## src/rtl/uart_tx_engine_if.sv

```systemverilog
// Handshake bundle between the TX FIFO/control side and the UART transmit engine.
// master drives enable and the FIFO head; slave (the engine) returns strobe and line status.
interface uart_tx_engine_if;
    logic       en;
    logic [7:0] fifo_data;
    logic       fifo_empty;
    logic       fifo_rd;
    logic       tx;
    logic       busy;
    logic       tx_done;

    modport master (
        output en, fifo_data, fifo_empty,
        input  fifo_rd, tx, busy, tx_done
    );

    modport slave (
        input  en, fifo_data, fifo_empty,
        output fifo_rd, tx, busy, tx_done
    );
endinterface

```

## src/rtl/uart_tx_engine.sv

```systemverilog
// UART transmit serializer: pops bytes from the TX FIFO and shifts them out LSB-first as 8N1.
// Define UART_TX_PARITY_EN to insert an even-parity bit before stop (8E1).
module uart_tx_engine #(
    parameter int CLKS_PER_BIT = 434
) (
    input  logic            clk,
    input  logic            nrst,
    uart_tx_engine_if.slave bus
);
    localparam int CNT_W = (CLKS_PER_BIT > 1) ? $clog2(CLKS_PER_BIT) : 1;
    localparam logic [CNT_W-1:0] CNT_MAX = CNT_W'(CLKS_PER_BIT - 1);

`ifdef UART_TX_PARITY_EN
    typedef enum logic [2:0] {IDLE, START, DATA, PARITY, STOP} state_t;
`else
    typedef enum logic [1:0] {IDLE, START, DATA, STOP} state_t;
`endif

    state_t           state_q, state_d;
    logic [CNT_W-1:0] clk_cnt_q, clk_cnt_d;
    logic [2:0]       bit_idx_q, bit_idx_d;
    logic [7:0]       shreg_q, shreg_d;
    logic             tx_q, tx_d;
    logic             busy_q, busy_d;
    logic             tx_done_q, tx_done_d;
    logic             bit_end;
    logic             fetch;

    // tx_d is the line level of the state being entered, so tx_q lines up with state_q.
    always_comb begin
        state_d   = state_q;
        clk_cnt_d = clk_cnt_q;
        bit_idx_d = bit_idx_q;
        shreg_d   = shreg_q;
        tx_d      = tx_q;
        tx_done_d = 1'b0;
        bit_end   = (clk_cnt_q == CNT_MAX);
        fetch     = nrst && (state_q == IDLE) && bus.en && !bus.fifo_empty;

        if (state_q != IDLE)
            clk_cnt_d = bit_end ? '0 : clk_cnt_q + 1'b1;

        case (state_q)
            IDLE: begin
                tx_d = 1'b1;
                if (fetch) begin
                    shreg_d   = bus.fifo_data;
                    clk_cnt_d = '0;
                    bit_idx_d = '0;
                    state_d   = START;
                    tx_d      = 1'b0;
                end
            end
            START: if (bit_end) begin
                state_d   = DATA;
                bit_idx_d = '0;
                tx_d      = shreg_q[0];
            end
            DATA: if (bit_end) begin
                if (bit_idx_q == 3'd7) begin
`ifdef UART_TX_PARITY_EN
                    state_d = PARITY;
                    tx_d    = ^shreg_q;
`else
                    state_d = STOP;
                    tx_d    = 1'b1;
`endif
                end else begin
                    bit_idx_d = bit_idx_q + 3'd1;
                    tx_d      = shreg_q[bit_idx_q + 3'd1];
                end
            end
`ifdef UART_TX_PARITY_EN
            PARITY: if (bit_end) begin
                state_d = STOP;
                tx_d    = 1'b1;
            end
`endif
            STOP: if (bit_end) begin
                state_d   = IDLE;
                tx_d      = 1'b1;
                tx_done_d = 1'b1;
            end
            default: state_d = IDLE;
        endcase

        busy_d = (state_d != IDLE);
    end

    always_ff @(posedge clk) begin
        if (!nrst) begin
            state_q   <= IDLE;
            clk_cnt_q <= '0;
            bit_idx_q <= '0;
            shreg_q   <= '0;
            tx_q      <= 1'b1;
            busy_q    <= 1'b0;
            tx_done_q <= 1'b0;
        end else begin
            state_q   <= state_d;
            clk_cnt_q <= clk_cnt_d;
            bit_idx_q <= bit_idx_d;
            shreg_q   <= shreg_d;
            tx_q      <= tx_d;
            busy_q    <= busy_d;
            tx_done_q <= tx_done_d;
        end
    end

    assign bus.fifo_rd = fetch;
    assign bus.tx      = tx_q;
    assign bus.busy    = busy_q;
    assign bus.tx_done = tx_done_q;
endmodule

```

## src/flat_wrapper.sv

```systemverilog
// flat-port wrapper written by rule: the top's interface ports become plain ports
module uart_tx_engine_flat 
#(
    parameter int CLKS_PER_BIT = 434
)
  (clk, nrst, bus_en, bus_fifo_data, bus_fifo_empty, bus_fifo_rd, bus_tx, bus_busy, bus_tx_done);
  uart_tx_engine_if bus_i ();
  input  logic clk;
  input  logic nrst;
  input wire logic [$bits(bus_i.en)-1:0] bus_en;
  input wire logic [$bits(bus_i.fifo_data)-1:0] bus_fifo_data;
  input wire logic [$bits(bus_i.fifo_empty)-1:0] bus_fifo_empty;
  output wire logic [$bits(bus_i.fifo_rd)-1:0] bus_fifo_rd;
  output wire logic [$bits(bus_i.tx)-1:0] bus_tx;
  output wire logic [$bits(bus_i.busy)-1:0] bus_busy;
  output wire logic [$bits(bus_i.tx_done)-1:0] bus_tx_done;
  assign bus_i.en = bus_en;
  assign bus_i.fifo_data = bus_fifo_data;
  assign bus_i.fifo_empty = bus_fifo_empty;
  assign bus_fifo_rd = bus_i.fifo_rd;
  assign bus_tx = bus_i.tx;
  assign bus_busy = bus_i.busy;
  assign bus_tx_done = bus_i.tx_done;
  uart_tx_engine #(.CLKS_PER_BIT(CLKS_PER_BIT)) u_core (.clk(clk), .nrst(nrst), .bus(bus_i));
endmodule
```

## config.mk

```make
export PLATFORM = sky130hd
export DESIGN_NAME = uart_tx_engine_flat
export DESIGN_NICKNAME = d
export VERILOG_FILES = /design/src/rtl/uart_tx_engine_if.sv /design/src/rtl/uart_tx_engine.sv /design/src/flat_wrapper.sv
export SDC_FILE = /design/constraint.sdc
export NUM_CORES = 1
export LEC_CHECK = 0
export BUFFER_PORTS_ARGS = -buffer_cell sky130_fd_sc_hd__buf_2
export CAP_MARGIN = 20
export CORE_ASPECT_RATIO = 0.9
export CORE_MARGIN = 2
export CORE_UTILIZATION = 31
export DETAILED_ROUTE_END_ITERATION = 12
export MAX_ROUTING_LAYER = met4
export PLACE_DENSITY = 0.48
export SETUP_SLACK_MARGIN = 0.4
export SLEW_MARGIN = 15
export SYNTH_ARGS = -nofsm -noshare
export SYNTH_HDL_FRONTEND = slang
export SYNTH_SLANG_ARGS = --single-unit
```

## constraint.sdc

```tcl
create_clock -name clk -period 2.6 [get_ports clk]
set_clock_uncertainty 0.2 [all_clocks]
set_input_delay 0.52 -clock clk [delete_from_list [all_inputs] [get_ports clk]]
set_output_delay 0.52 -clock clk [all_outputs]
set_load 0.02 [all_outputs]
```

==> metrics, run 1 <==
status completed; layout cell share with drive strength beyond 1 0.199; Reg clk slew, reported paths 90 ps; Primary FF master, synth dfxtp_1; Final min period 2050 ps; port buffer count 15; NetSw 163 uW; Fin Setup TNS 0 ps; DR vias 1,007; Max Clock Freq 487 MHz; Clk pwr share 0.332; pre-CTS WS 450 ps; CTS Sinks 25; sequential power share 0.582; slowest cell on the critical path nor3_2; Seq/Total Area, Yosys 0.404; # Max-Cap Violations 0; EDFF count, synth 0; fillers 414; multi-input logic area 692 um2; Worst-Skew Late Latency 270 ps; Max Slew Vio Count 0; Data arrival, critical path 1330 ps; ys async rst share 0; Cell Pwr Density 494 nW/um2; Hold-fix buffers, CTS 0; CP Launch Type input port; worst min-delay path class in2reg; remaining antenna violation count 0; mean post-synth cell area 8.73 um2; core area 3780 um2; Clock Tree Buf Depth 2; diode count 0; DRC 0; flip-flop and latch area 500 um2; Worst setup EP type output pin; final hold violation count 0; GRT Overall Usage 0.133; Initial DRT Pass Iterations 4; Static Leak 0.518 nW; number of library cell types mapped by synthesis 38; cell area after synthesis 1240 um2; post-route setup slack 548 ps; slew margin rel. 0.708; Max IR drop VDD 0.000207 V; total grt overflow 0; post-DR wirelength/cell 13.2 um; share of the synthesized area in the top cell type 0.404; first-pass GRT wire length 4.71 mm; dpl hpwl 1.98 mm; CP Class in2out; initial antenna violation count 0; crit path max fanout 9; Die H 64 um; number of H-tree levels 1; GP Congestion 0.740; switching part of the total 0.236; # rows 21; RSZ-0062 raised after global routing no; width of the die 70.7 um; top cells by area, synth dfxtp_1, nand2_1, o21ai_0; Max stage delay on crit path 230 ps; area leader, netlist dfxtp_1; Root Buffer clkbuf_8; vias in the first global route 1,026; internal power 528 uW; nets 173; Syn Inst Count 142; syn_nets 158; crit path cell chain buf_2, nand3b_1, nor3_2, buf_2; initial core utilization 0.328; # IOs 16; flops & latches, synth 25; setup violators final 0; final period utilization 0.789; die area 4520 um2; cell mode on critical path buf_2; most frequent cell after synthesis nand2_1; Syn-to-layout area delta 12.9%; total CTS buffers 3; Iteration-0 DRC Markers 80; Logic pwr share 0.086; synth cell count leaders nand2_1, dfxtp_1, o21ai_0, a21oi_1, nor2_1; WL final 2.67 mm; Critical Path RT 1880 ps; Warnings, synthesis 0; CTS tree built; worst slew pin tran 438 ps; vias per cell 4.99; largest net degree at the start of global routing 19
[cell usage in the layout, fill, tap and decap left out, types with 3 or more instances in the layout]
cell and count:
clkbuf_8 3, nor2_1 8, dfxtp_1 25, buf_2 15
nand3_1 3, a31oi_1 4, mux2i_1 6, ha_1 3
nand2_1 26, o21ai_0 14, a21oi_1 9, inv_1 4
[what timing repair did]
item	CTS	global route
setup endpoints to repair	0	1
setup buffers	0	0
resized for setup	0	2
[per-stage QoR]
stage / instances / utilization / hold slack (ps) / power (mW) / cell area [um2]
6_report: 202 / 0.370 / 246 / 0.691 / 1400
5_1_grt: 202 / 0.370 / 259 / 0.727 / 1400
4_1_cts: 202 / 0.367 / 239 / 0.703 / 1390
3_5_place_dp: 198 / 0.355 / 251 / 0.470 / 1340
3_3_place_gp: 198 / 0.355 / 256 / 0.470 / 1340
2_1_floorplan: 142 / - / 235 / 0.448 / 1240
[cells by family (layout without fill, tap and decap cells)]
| logic type | after synthesis | in the layout | synth area share |
|---|---|---|---|
| multiplexers | 9 | 9 | 0.0848 |
| flip-flops | 25 | 25 | 0.404 |
| XOR/XNOR | 2 | 2 | 0.0141 |
| AO/OA/AOI/OAI | 35 | 35 | 0.168 |
| adder cells (fa/ha/maj) | 4 | 4 | 0.0404 |
| AND/OR/NAND/NOR | 56 | 56 | 0.241 |
| buffers and inverters | 11 | 25 | 0.0484 |
[sequential cells by signal, indices dropped and copies added, names as in the netlist]
name                count
u_core.shreg_q          8
u_core.bit_idx_q        3
u_core.bus.busy         1
u_core.state_q          2
u_core.bus.tx           1
u_core.bus.tx_done      1
u_core.clk_cnt_q        9
[path summary, 6_finish.rpt]
| check | start | end | slack (ps) | depth (start not counted) |
|---|---|---|---|---|
| min reg2reg | u_core.shreg_q[3]$_SDFFE_PN0P_ | u_core.shreg_q[3]$_SDFFE_PN0P_ | 270 | 2 |
| max reg2reg | u_core.bit_idx_q[0]$_SDFFE_PN0P_ | u_core.bus.tx$_SDFFE_PN1P_ | 550 | 6 |
| min | bus_fifo_data[0] | u_core.shreg_q[0]$_SDFFE_PN0P_ | 250 | 3 |
| max | nrst | bus_fifo_rd | 550 | 4 |
[worst max-delay path: cells and delay by family]
kind                   cells  cell delay [ps]
AND/OR/NAND/NOR            2              430
buffers and inverters      2              390
[area by class of cell]
type                       count  area share
timing repair buffer          17      0.0643
tap                           46      0.0411
multi-input combinational    106       0.494
inverter                       4      0.0107
sequential                    25       0.357
clock buffer                   4      0.0322
[layer usage]
metal / track usage / part of all wire / vias to the layer above
met5: - / 0 / -
met4: 0.0354 / 0.0067 / 0
met3: 0.0379 / 0.046 / 2
met2: 0.185 / 0.40 / 27
met1: 0.187 / 0.54 / 450
li1: - / - / 528
[power groups by stage]
stage | registers (mW) | clock network, mW | logic (mW)
detailed placement | 0.411 | 0 | 0.0592
global placement | 0.412 | 0 | 0.0588
CTS | 0.402 | 0.242 | 0.0595
finish | 0.402 | 0.230 | 0.0591
floorplan | 0.410 | 0 | 0.0381
global route | 0.404 | 0.256 | 0.0671
Power figures use the tool's default switching activity.
==> inputs of run 2 (changes only) <==
--- a/config.mk
+++ b/config.mk
@@ -5,6 +5,7 @@
 export SDC_FILE = /design/constraint.sdc
 export NUM_CORES = 1
 export LEC_CHECK = 0
+export ABC_AREA = 1
 export BUFFER_PORTS_ARGS = -buffer_cell sky130_fd_sc_hd__buf_2
 export CAP_MARGIN = 20
 export CORE_ASPECT_RATIO = 0.9
@@ -12,7 +13,7 @@
 export CORE_UTILIZATION = 31
 export DETAILED_ROUTE_END_ITERATION = 12
 export MAX_ROUTING_LAYER = met4
-export PLACE_DENSITY = 0.48
+export PLACE_DENSITY = 0.5
 export SETUP_SLACK_MARGIN = 0.4
 export SLEW_MARGIN = 15
 export SYNTH_ARGS = -nofsm -noshare
==> constraint.sdc (replaced) <==
create_clock -name clk -period 1.65 [get_ports clk]
set_clock_uncertainty 0.2 [all_clocks]
set_input_delay 0.33 -clock clk [delete_from_list [all_inputs] [get_ports clk]]
set_output_delay 0.33 -clock clk [all_outputs]
set_load 0.02 [all_outputs]
==> run 2 against run 1 <==
  * Via count increased by 29%
  * Combinational power increased to 4.0 times the previous value
  * Register-to-register slack got worse by 440 ps
  * Power increased by 82%
  * Cell count increased by 40%
  * Cell area increased by 36%
  * Utilization increased by 9.8 points
  * Critical path depth unchanged
  * Global-route usage increased by 2.7 points
  * Count of clock-buffer cells in the layout unchanged
  * Highest routed layer unchanged
==> metrics, run 2 <==
# Max-Cap Violations 0 (unchanged); GP Congestion 0.872 (was 0.740); Seq/Total Area, Yosys 0.379 (was 0.404); DR vias 1,304 (was 1,007); Logic pwr share 0.187 (was 0.086); remaining antenna violation count 0 (unchanged); sequential power share 0.509 (was 0.582); final hold violation count 0 (unchanged); Top delay family on crit path flip-flops (was simple AND/OR/NAND/NOR gates); Die H 65.9 um (was 64 um); mean post-synth cell area 6.78 um2 (was 8.73 um2); Max stage delay on crit path 360 ps (was 230 ps); worst min-delay path class in2reg (unchanged); initial core utilization 0.324 (was 0.328); most frequent cell after synthesis nand2_1 (unchanged); WL final 3.45 mm (was 2.67 mm); core area 4070 um2 (was 3780 um2); slowest cell on the critical path dfxtp_4 (was nor3_2); worst slew pin tran 277 ps (was 438 ps); internal power 902 uW (was 528 uW); Clock Tree Buf Depth 2 (unchanged); setup violators final 0 (unchanged); Core Util, Final 0.468 (was 0.370); nets 251 (was 173); post-DR wirelength/cell 12.2 um (was 13.2 um); vias in the first global route 1,281 (was 1,026); Iteration-0 DRC Markers 47 (was 80); Clk pwr share 0.304 (was 0.332); Final Instance Area 1910 um2 (was 1400 um2); total CTS buffers 3 (unchanged); Top Registers u_core.clk_cnt_q: 9 flops, u_core.shreg_q: 8 flops, u_core.bit_idx_q: 3 flops (unchanged); DRC 0 (unchanged); diode count 0 (unchanged); Max Clock Freq 638 MHz; first-pass GRT wire length 5.73 mm (was 4.71 mm); Top reg by flops u_core.clk_cnt_q (unchanged); die area 4800 um2 (was 4520 um2); Tot Pwr 1.26 mW (was 691 uW); ys async rst share 0 (unchanged); Worst-Skew Late Latency 280 ps (was 270 ps); RSZ-0062 raised after global routing yes (was no); width of the die 72.8 um (was 70.7 um); Root Buffer clkbuf_8 (unchanged); Cell Pwr Density 659 nW/um2 (was 494 nW/um2); EDFF count, synth 0 (unchanged); Max Slew Vio Count 0 (unchanged); GRT Overall Usage 0.159 (was 0.133); Worst setup EP type output pin (unchanged); dpl hpwl 2.20 mm (was 1.98 mm); number of H-tree levels 1 (unchanged); CTS Sinks 25 (unchanged); area leader, netlist dfxtp_1 (unchanged); Finished Layout Cells 282 (was 202); max reg flops 9 (unchanged); Max IR drop VDD 0.000296 V (was 0.000207 V); final period utilization 0.950; slew margin rel. 0.814 (was 0.708); status completed (unchanged); NetSw 355 uW (was 163 uW); Syn Inst Count 195 (was 142); placed cell count 266 (was 198); Final min period 1570 ps; # rows 22 (was 21); CTS tree built (unchanged); initial antenna violation count 0 (unchanged); port buffer count 15 (unchanged); CP Class reg2out (was in2out); Hold-fix buffers, CTS 0 (unchanged); top cells by area, synth dfxtp_1, nand2_1, nand3_1 (was dfxtp_1, nand2_1, o21ai_0); largest net degree at the start of global routing 21 (was 19); flops & latches, synth 25 (unchanged); layout cell share with drive strength beyond 1 0.397 (was 0.199); Data arrival, critical path 1040 ps (was 1330 ps); Static Leak 0.848 nW (was 0.518 nW); synth cell count leaders nand2_1, inv_1, dfxtp_1, nand3_1, nor2_1 (was nand2_1, dfxtp_1, o21ai_0, a21oi_1, nor2_1); cell area after synthesis 1320 um2 (was 1240 um2); Syn-to-layout area delta 44.4% (was 12.9%); worst path bufs/invs 2 (unchanged); vias per cell 4.62 (was 4.99); Fin Setup TNS 0 ps (unchanged); CP Launch Type flip-flop (was input port); switching part of the total 0.283 (was 0.236); Critical Path RT 1120 ps (was 1880 ps); Area after DPL 1530 um2 (was 1340 um2); crit path max fanout 2 (was 9); fillers 435 (was 414); commonest cells after routing, fill and taps aside nand2_1, inv_1, buf_4, nand3_1, dfxtp_1 (was nand2_1, dfxtp_1, buf_2, o21ai_0, a21oi_1); Primary FF master, synth dfxtp_1 (unchanged); Reg clk slew, reported paths 90 ps (about the same); number of library cell types mapped by synthesis 24 (was 38); most common cell after layout, fill and taps aside nand2_1 (unchanged); share of the synthesized area in the top cell type 0.379 (was 0.404); Initial DRT Pass Iterations 4 (unchanged); syn_nets 211 (was 158); # IOs 16 (unchanged); crit path cell chain nor2_4, nand3_4, clkinv_4, buf_6 (was buf_2, nand3b_1, nor3_2, buf_2); Warnings, synthesis 0 (unchanged); total grt overflow 0 (unchanged)
-- run 2: cell count changes after synthesis, sizes merged, moves of 3 or more --
cell / change
nor2: +12
nand4: +4
and4: -4
o21ai: -6
inv: +22
a31oi: -4
buf: -4
a22o: -3
and2: -3
mux2i: -6
nand3: +19
nand2: +38
-- run 2: logic make-up after synthesis --
logic type,after synthesis,share of synthesized area
XOR/XNOR,1,0.00663
AND/OR/NAND/NOR,112,0.388
adder cells (fa/ha/maj),4,0.0379
flip-flops,25,0.379
buffers and inverters,31,0.0994
AO/OA/AOI/OAI,22,0.0890
-- run 2: final timing paths --
kind / start / endpoint / slack (ps) / cells after the start
worst max-delay path: u_core.state_q[1]$_SDFF_PN0_ / bus_fifo_rd / 80 / 4
worst min-delay path: bus_fifo_data[2] / u_core.shreg_q[2]$_SDFFE_PN0P_ / 40 / 3
worst max register to register: u_core.clk_cnt_q[0]$_SDFF_PN0_ / u_core.clk_cnt_q[1]$_SDFF_PN0_ / 110 / 8
worst min register to register: u_core.shreg_q[1]$_SDFFE_PN0P_ / u_core.shreg_q[1]$_SDFFE_PN0P_ / 250 / 2
-- run 2: power groups by stage --
stage	clock network, mW	logic [mW]	registers, mW
4_1_cts	0.394	0.205	0.639
6_report	0.383	0.235	0.640
3_3_place_gp	0	0.182	0.652
2_1_floorplan	0	0.119	0.655
3_5_place_dp	0	0.180	0.653
5_1_grt	0.420	0.261	0.643
-- run 2: tightest hold or removal path: stages --
cell and delay, ps:
buf_2 70, nand2_1 40, nand2_1 50
-- run 2: repair_timing --
item | 4_1_cts | 5_1_grt
buffers inserted | 8 | 3
pin swaps | 20 | 9
resized for setup | 37 | 27
endpoints found under the setup margin | 29 | 29
gates cloned | 1 | 0
-- run 2: cell type report --
cell class	instances	area (um2)	share of cell area
Tap cell	48	60.1	0.0315
Clock buffer	4	45.0	0.0236
Inverter	27	116	0.0610
Multi-Input combinational cell	140	866	0.454
Sequential cell	25	519	0.272
Timing Repair Buffer	38	302	0.158
-- run 2: stage by stage --
step,setup WS [ps],hold WS (ps)
3_3_place_gp,92.7,241
3_5_place_dp,99.2,246
2_1_floorplan,188,225
4_1_cts,52.1,34.8
6_report,82.9,38.4
5_1_grt,29.2,45.0
-- run 2: metal layers --
| metal | global-route usage | up-vias | wire length, um |
|---|---|---|---|
| li1 | - | 696 | - |
| met1 | 0.206 | 583 | 1690 |
| met2 | 0.250 | 20 | 1620 |
| met3 | 0.0244 | 5 | 77 |
| met4 | 0.0625 | 0 | 64 |
| met5 | - | - | 0 |
